===== src/rtl/cpu_seq_if.sv =====
// Datapath-facing bus of the multi-cycle sequencer: ROM/PC inputs, decode
// inputs from ctrlunit/branch, and the write strobes back to the datapath.
// Signal suffixes give the direction as seen by the sequencer (slave).
interface cpu_seq_if #(
    parameter int unsigned PC_W = 5,
    parameter int unsigned IW   = 8
);
    logic [IW-1:0]   ins_i;
    logic [PC_W-1:0] pc_i;
    logic [IW-1:0]   ir_o;
    logic            ctrl_wr_i;
    logic            ctrl_wm_i;
    logic            branch_i;
    logic            pc_inc_o;
    logic            pc_load_o;
    logic            acc_we_o;
    logic            ram_we_o;

    // Datapath side.
    modport master (
        output ins_i, pc_i, ctrl_wr_i, ctrl_wm_i, branch_i,
        input  ir_o, pc_inc_o, pc_load_o, acc_we_o, ram_we_o
    );

    // Sequencer side.
    modport slave (
        input  ins_i, pc_i, ctrl_wr_i, ctrl_wm_i, branch_i,
        output ir_o, pc_inc_o, pc_load_o, acc_we_o, ram_we_o
    );
endinterface


===== src/rtl/cpu_seq.sv =====
// cpu_seq: FETCH/DECODE/EXEC/WB sequencer for the 8-bit accumulator CPU.
// Owns the instruction register, the PC/ACC/RAM write strobes, run/halt/step
// debug control and a retired-instruction counter.
// Optional feature macro: CPU_SEQ_BREAKPOINT_EN adds a PC breakpoint checked
// at WB against the next PC.
module cpu_seq #(
    parameter int unsigned PC_W  = 5,
    parameter int unsigned IW    = 8,
    parameter int unsigned CNT_W = 16
) (
    input  logic             clk_i,
    input  logic             rst_ni,
    input  logic             run_i,
    input  logic             step_req_i,
    output logic             step_ack_o,
    output logic             halt_o,
    output logic [CNT_W-1:0] instr_cnt_o,
    output logic [2:0]       state_o,
`ifdef CPU_SEQ_BREAKPOINT_EN
    input  logic             bp_en_i,
    input  logic [PC_W-1:0]  bp_addr_i,
    output logic             bp_hit_o,
`endif
    cpu_seq_if.slave         bus
);

    typedef enum logic [2:0] {
        StHalt   = 3'd0,
        StFetch  = 3'd1,
        StDecode = 3'd2,
        StExec   = 3'd3,
        StWb     = 3'd4
    } state_e;

    state_e           state_q, state_d;
    logic [IW-1:0]    ir_q, ir_d;
    logic [CNT_W-1:0] cnt_q, cnt_d;
    logic             stepping_q, stepping_d;
    logic             step_req_q;
    logic             step_edge_q;
    logic             bp_hit;

`ifdef CPU_SEQ_BREAKPOINT_EN
    logic [PC_W-1:0]  next_pc;

    // Address the PC will hold after this WB; only meaningful in WB.
    always_comb begin
        next_pc = bus.branch_i ? bus.ir_o[PC_W-1:0] : bus.pc_i + PC_W'(1);
        bp_hit  = (state_q == StWb) && bp_en_i && (next_pc == bp_addr_i);
    end

    assign bp_hit_o = bp_hit;
`else
    logic [PC_W-1:0]  unused_pc;

    assign unused_pc = bus.pc_i;
    assign bp_hit    = 1'b0;
`endif

    // State, IR, counter, stepping flag and step-edge register.
    always_ff @(posedge clk_i or negedge rst_ni) begin
        if (!rst_ni) begin
            state_q     <= StHalt;
            ir_q        <= '0;
            cnt_q       <= '0;
            stepping_q  <= 1'b0;
            step_req_q  <= 1'b0;
            step_edge_q <= 1'b0;
        end else begin
            state_q     <= state_d;
            ir_q        <= ir_d;
            cnt_q       <= cnt_d;
            stepping_q  <= stepping_d;
            step_req_q  <= step_req_i;
            // One-cycle pulse; only HALT looks at it, so edges elsewhere are lost.
            step_edge_q <= step_req_i & ~step_req_q;
        end
    end

    // Next-state logic and per-state strobes.
    always_comb begin
        state_d       = state_q;
        ir_d          = ir_q;
        cnt_d         = cnt_q;
        stepping_d    = stepping_q;
        bus.pc_inc_o  = 1'b0;
        bus.pc_load_o = 1'b0;
        bus.acc_we_o  = 1'b0;
        bus.ram_we_o  = 1'b0;
        step_ack_o    = 1'b0;

        case (state_q)
            StHalt: begin
                if (run_i) begin
                    state_d = StFetch;
                end else if (step_edge_q) begin
                    state_d    = StFetch;
                    stepping_d = 1'b1;
                end
            end
            StFetch: begin
                ir_d    = bus.ins_i;
                state_d = StDecode;
            end
            StDecode: begin
                state_d = StExec;
            end
            StExec: begin
                bus.ram_we_o = bus.ctrl_wm_i;
                state_d      = StWb;
            end
            StWb: begin
                bus.acc_we_o  = bus.ctrl_wr_i;
                bus.pc_load_o = bus.branch_i;
                bus.pc_inc_o  = ~bus.branch_i;
                cnt_d         = cnt_q + CNT_W'(1);
                step_ack_o    = stepping_q;
                stepping_d    = 1'b0;
                state_d       = (run_i && !stepping_q && !bp_hit) ? StFetch : StHalt;
            end
            default: begin
                state_d = StHalt;
            end
        endcase
    end

    assign bus.ir_o    = ir_q;
    assign instr_cnt_o = cnt_q;
    assign state_o     = state_q;
    assign halt_o      = (state_q == StHalt);

endmodule


===== src/flat_wrapper.sv =====
// flat-port wrapper written by rule: the top's interface ports become plain ports
module cpu_seq_flat 
#(
    parameter int unsigned PC_W  = 5,
    parameter int unsigned IW    = 8,
    parameter int unsigned CNT_W = 16
)
  (clk_i, rst_ni, run_i, step_req_i, step_ack_o, halt_o, instr_cnt_o, state_o, bus_ins_i, bus_pc_i, bus_ctrl_wr_i, bus_ctrl_wm_i, bus_branch_i, bus_ir_o, bus_pc_inc_o, bus_pc_load_o, bus_acc_we_o, bus_ram_we_o);
  cpu_seq_if #(.PC_W(PC_W), .IW(IW)) bus_i ();
  input  logic clk_i;
  input  logic rst_ni;
  input  logic run_i;
  input  logic step_req_i;
  output logic step_ack_o;
  output logic halt_o;
  output logic [CNT_W-1:0] instr_cnt_o;
  output logic [2:0] state_o;
  input wire logic [$bits(bus_i.ins_i)-1:0] bus_ins_i;
  input wire logic [$bits(bus_i.pc_i)-1:0] bus_pc_i;
  input wire logic [$bits(bus_i.ctrl_wr_i)-1:0] bus_ctrl_wr_i;
  input wire logic [$bits(bus_i.ctrl_wm_i)-1:0] bus_ctrl_wm_i;
  input wire logic [$bits(bus_i.branch_i)-1:0] bus_branch_i;
  output wire logic [$bits(bus_i.ir_o)-1:0] bus_ir_o;
  output wire logic [$bits(bus_i.pc_inc_o)-1:0] bus_pc_inc_o;
  output wire logic [$bits(bus_i.pc_load_o)-1:0] bus_pc_load_o;
  output wire logic [$bits(bus_i.acc_we_o)-1:0] bus_acc_we_o;
  output wire logic [$bits(bus_i.ram_we_o)-1:0] bus_ram_we_o;
  assign bus_i.ins_i = bus_ins_i;
  assign bus_i.pc_i = bus_pc_i;
  assign bus_i.ctrl_wr_i = bus_ctrl_wr_i;
  assign bus_i.ctrl_wm_i = bus_ctrl_wm_i;
  assign bus_i.branch_i = bus_branch_i;
  assign bus_ir_o = bus_i.ir_o;
  assign bus_pc_inc_o = bus_i.pc_inc_o;
  assign bus_pc_load_o = bus_i.pc_load_o;
  assign bus_acc_we_o = bus_i.acc_we_o;
  assign bus_ram_we_o = bus_i.ram_we_o;
  cpu_seq #(.PC_W(PC_W), .IW(IW), .CNT_W(CNT_W)) u_core (.clk_i(clk_i), .rst_ni(rst_ni), .run_i(run_i), .step_req_i(step_req_i), .step_ack_o(step_ack_o), .halt_o(halt_o), .instr_cnt_o(instr_cnt_o), .state_o(state_o), .bus(bus_i));
endmodule

===== config.mk =====
export PLATFORM = sky130hd
export DESIGN_NAME = cpu_seq_flat
export DESIGN_NICKNAME = d
export VERILOG_FILES = /design/src/rtl/cpu_seq_if.sv /design/src/rtl/cpu_seq.sv /design/src/flat_wrapper.sv
export SDC_FILE = /design/constraint.sdc
export NUM_CORES = 1
export LEC_CHECK = 0
export ABC_AREA = 1
export CORE_ASPECT_RATIO = 0.8
export CORE_MARGIN = 2
export CORE_UTILIZATION = 49
export CTS_BUF_LIST = sky130_fd_sc_hd__clkbuf_4 sky130_fd_sc_hd__clkbuf_8
export CTS_CLUSTER_SIZE = 20
export DETAILED_ROUTE_END_ITERATION = 10
export GPL_ROUTABILITY_DRIVEN = 0
export PLACE_DENSITY = 0.86
export REMOVE_ABC_BUFFERS = 1
export SLEW_MARGIN = 30
export SYNTH_ARGS = -nofsm -noshare
export SYNTH_HDL_FRONTEND = slang
export SYNTH_SLANG_ARGS = --single-unit
export TNS_END_PERCENT = 100

===== constraint.sdc =====
create_clock -name clk_i -period 1.7 [get_ports clk_i]
set_input_delay 0.34 -clock clk_i [delete_from_list [all_inputs] [get_ports clk_i]]
set_output_delay 0.34 -clock clk_i [all_outputs]
set_load 0.005 [all_outputs]

Word-level counts from Yosys, hierarchy flattened --
Index checks and enable logic that the tools add are counted.
Storage, ports and cells: input bits 20, register bits 30, logic and storage cells 34
Cells by class: muxes and demuxes 12, bitwise operators 3, equal/unequal tests 7, $add $sub $neg 1, reduce and logical (&&, ||, !) cells 5
Operators by type and width (count):
- adder 16 x 1 -> 16 bit, second input constant | 1
- one-hot mux 3 bit (5 select lines) | 1
- 2-to-1 mux 1 bit | 8
- equality test 3 x 2 -> 1 bit, second input constant | 2
- 2-to-1 mux 3 bit | 2
- equality test 3 x 1 -> 1 bit, second input constant | 1
- equality test 3 bit, second input constant | 1
- logical NOT 3 bit | 1
- inequality test 3 x 2 -> 1 bit, second input constant | 1
- AND reduction 3 bit | 1
- inequality test 2 x 1 -> 1 bit, second input constant | 1
- inequality test 2 bit, second input constant | 1
- NOT 1 bit | 2
- one-hot mux 1 bit (2 select lines) | 1
- nonzero test 2 bit | 1
- AND 1 bit | 1
- logical AND 1 bit | 1
- logical NOT 1 bit | 1

Longest topological paths before layout --
depth in word-level cells 4, gate-level depth with buffers 8, depth with buffers taken out 8

Worst setup path after synthesis --
Ideal clock, no wire load.
path kind register to output, start point register u_core.state_q[1] (netlist: u_core.state_o[1]), end point output bus_acc_we_o, data required time 1360 ps, arrival time 908 ps, setup slack 452 ps, stages on the path, launching flop included 5, cell sequence dfrtp_1 nor2_4 nand2_4 buf_6 nor2_1
On the way: cells in the longest elaborated chain, start to end 2
Ends and longest elaborated chain:
- start, declared | line cpu_seq.sv:35 | state_e state_q, state_d;
- start signal, assigned | line cpu_seq.sv:63 | state_q <= StHalt;
- start signal, assigned | line cpu_seq.sv:70 | state_q <= state_d;
- equality test 3 bit | line cpu_seq.sv:92 | case (state_q)
- 2-to-1 mux 1 bit | line cpu_seq.sv:92
- end, declared | line flat_wrapper.sv:26 | output wire logic [$bits(bus_i.acc_we_o)-1:0] bus_acc_we_o;
Every way passes these cells.

Final worst setup path --
start point register u_core.state_q[0] (netlist: u_core.state_o[0]), end point output bus_ram_we_o
On the way: cells in the longest elaborated chain, start to end 2
Ends and longest elaborated chain:
- equality test 3 x 2 -> 1 bit | line cpu_seq.sv:92
- 2-to-1 mux 1 bit | line cpu_seq.sv:92
- end, declared | line flat_wrapper.sv:27 | output wire logic [$bits(bus_i.ram_we_o)-1:0] bus_ram_we_o;
Every way passes these cells.

==> metrics.md <==
| Metric | Value |
|---|---|
| Post-synthesis adder-cell area fraction | 0.859% |
| Synth Register Bits | 30 |
| Synth-to-Final Area Change | 47.0% |
| CTS root buf | clkbuf_8 |
| Routed vias | 1368 |
| GRT Overall Usage | 25.3% |
| Worst EP required | 1.36 ns |
| Initial core utilization | 52.3% |
| Leak Pwr | 0.00102 µW |
| Final ANT Viol Nets | 0 |
| Critical Path AT | 1.28 ns |
| Clock sink count | 30 |
| # IOs | 53 |
| Slew @ Worst Pin | 0.376 ns |
| Crit. End Element | primary output |
| Fin crit share | 95.6% |
| Max-slew violation count | 0 |
| Final Critical Period | 1.62 ns |
| YS warnings | 0 |
| Fraction of layout cells with a size suffix above 1 | 21.4% |
| IO Port Bufs | 47 |
| Sequential area share after synthesis | 51.5% |
| CP startpoint kind | flop |
| CTS clock-pin slew for the worst setup and hold paths | 0.07 ns |
| Vias in the first global route | 1358 |
| RSZ-0062 raised after global routing | no |
| Maxcap violations | 0 |
| Total wire length | 3700 µm |
| Die height | 52.8 µm |
| Met1 Use GR | 28.7% |
| CTS H-tree depth | 2 |
| GRT overflow | 0 |
| Post-synthesis xor/xnor area fraction | 5.41% |
| Hold Path Class | reg2reg |
| Avg Synthesized Cell Area | 9.22 µm² |
| Grt met2 use | 43.8% |
| Post-DR vias/cell | 5.22 |
| Simple-gate share of the synthesized area | 28.3% |
| Gate Count Post-Synth | 158 |
| Largest family of logic cells by synthesized area | simple AND/OR/NAND/NOR gates |
| Initial antenna violation count | 0 |
| Grt met3 use | 7.74% |
| Setup TNS | 0 ns |
| Status | finished, final reports clean |
| Nets | 245 |
| Endpoints failing hold | 0 |
| Core region area | 2790 µm² |
| Critical setup path kind | reg2out |
| DR pass1 iterations | 4 |
| Worst-Skew Late Latency | 0.29 ns |
| Post-synthesis compound-gate area fraction | 1.80% |
| Clock Skews | 0.0102 ns |
| Most Used Layer, Global Route | met2 |
| Post-synthesis mux area share | 6.19% |
| DRC Markers | 0 |
| Most common cell after layout, fill and taps aside | clkdlybuf4s50_1 |
| Number of diodes | 0 |
| Die W | 65.0 µm |
| Cell area after synthesis | 1460 µm² |
| CTS Buffer Depth | 2 |
| Starting DRT DRC Count | 158 |
| CTS tree | done |
| Worst VDD drop | 0.000964 V |
| Critical path peak fanout | 3 |
| Most frequent cells in the layout | clkdlybuf4s50_1, nand2_1, dfrtp_1, inv_1, nor2_1 |
| First-pass GRT wire length | 6230 µm |
| FP Rows | 17 |
| Per-cell routed wire length | 14.1 µm |
| Largest net degree at the start of global routing | 31 |
| Setup-failing EPs final | 0 |
| Pwr Total | 2850 µW |
| Post-CTS Hold Buffers | 0 |
| Dpl hpwl | 2620 µm |
| Die ar. | 3430 µm² |
| Power Dens Cells | 1330 nW/µm² |
| Slew margin rel. | 74.9% |
| Fmax | 0.616 GHz |
| Post-synth cell types | 23 |
| CTS buffer count | 5 |
-- per-layer routing --
metal  up-vias  share of wire, %
met5         -                 0
met2        74                52
met4         0               1.9
li1        640                 -
met3         9               8.7
met1       645                38
-- cell usage after synthesis (all sizes together) --
master  number  area, µm²
o22ai        1       6.26
xnor2        3       26.3
o31ai        1       7.51
mux2         8       90.1
nand4        8       50.1
a21oi        1       5.00
nor2        20        103
nand3        9       50.1
dfrtp       30        751
nor3         7       45.0
inv         20       75.1
buf          1       11.3
ha           1       12.5
and2         1       6.26
a21o         1       7.51
nand2       40        158
xor2         6       52.6
-- power breakdown --
part / switching, µW / internal, µW / leakage [µW]
Clock: 257 / 274 / 0.0000438
Sequential: 160 / 899 / 0.000386
Combinational: 522 / 740 / 0.000588
-- registers in the layout, indices dropped and copies added (netlist names) --
name and cells:
u_core.instr_cnt_o 16, u_core.step_req_q 1, u_core.bus.ir_o 8, u_core.stepping_q 1, u_core.state_o 3, u_core.step_edge_q 1
-- stage by stage --
step | setup WS, ns | hold WS (ns) | instance area, µm² | instances | utilization [%]
after floorplan | 0.504 | 0.0444 | 1450 | 157 | -
after global placement | -0.0751 | 0.383 | 2020 | 249 | 72.3
after CTS | 0.00194 | 0.398 | 2140 | 261 | 76.9
final | 0.0754 | 0.395 | 2140 | 262 | 76.8
after detailed placement | -0.103 | 0.389 | 2020 | 249 | 72.3
after global routing | 0.0107 | 0.406 | 2140 | 262 | 76.8
-- layout make-up --
cell class              count  area [µm²]
flip-flops and latches     30         753
fillers                   184         646
multi-input cells         107         633
repair buffers             60         551
inverters                  20        77.6
clock buffers               5        68.8
well taps                  38        47.5
clock inverters             2        10.0
-- path summary, 6_finish.rpt --
check | from | to | slack [ns] | cells past startpoint
min in group asynchronous | rst_ni | u_core.instr_cnt_o[4] | 0.44 | 2
worst min register to register | u_core.step_req_q | u_core.step_edge_q | 0.40 | 1
max in group asynchronous | rst_ni | u_core.state_o[2] | 0.97 | 2
worst max-delay path | u_core.state_o[0] | bus_ram_we_o | 0.08 | 5
worst min-delay path | u_core.step_req_q | u_core.step_edge_q | 0.40 | 1
worst max register to register | u_core.state_o[1] | u_core.instr_cnt_o[15] | 0.21 | 8
-- critical path: stages, from the launching register on --
cell and delay (ns):
dfrtp_2 0.40, buf_6 0.12, inv_4 0.04, nor3_4 0.18, and2_1 0.14, clkbuf_2 0.10
-- logic make-up after synthesis --
family	count (synthesis)
DFF	30
muxes	8
adders and majority gates	1
and+or+nand+nor	85
xor gates and xnor gates	9
buffers and inverters	21
AOI/OAI and AO/OA	4
-- what timing repair did --
item / 4_1_cts / 5_1_grt
pin swaps: 3 / 3
cloned: 0 / 0
setup buffers: 5 / 2
endpoints found under the setup margin: 7 / 6
gates resized for setup: 14 / 13
Note: power is estimated with default switching activity, not from simulation.
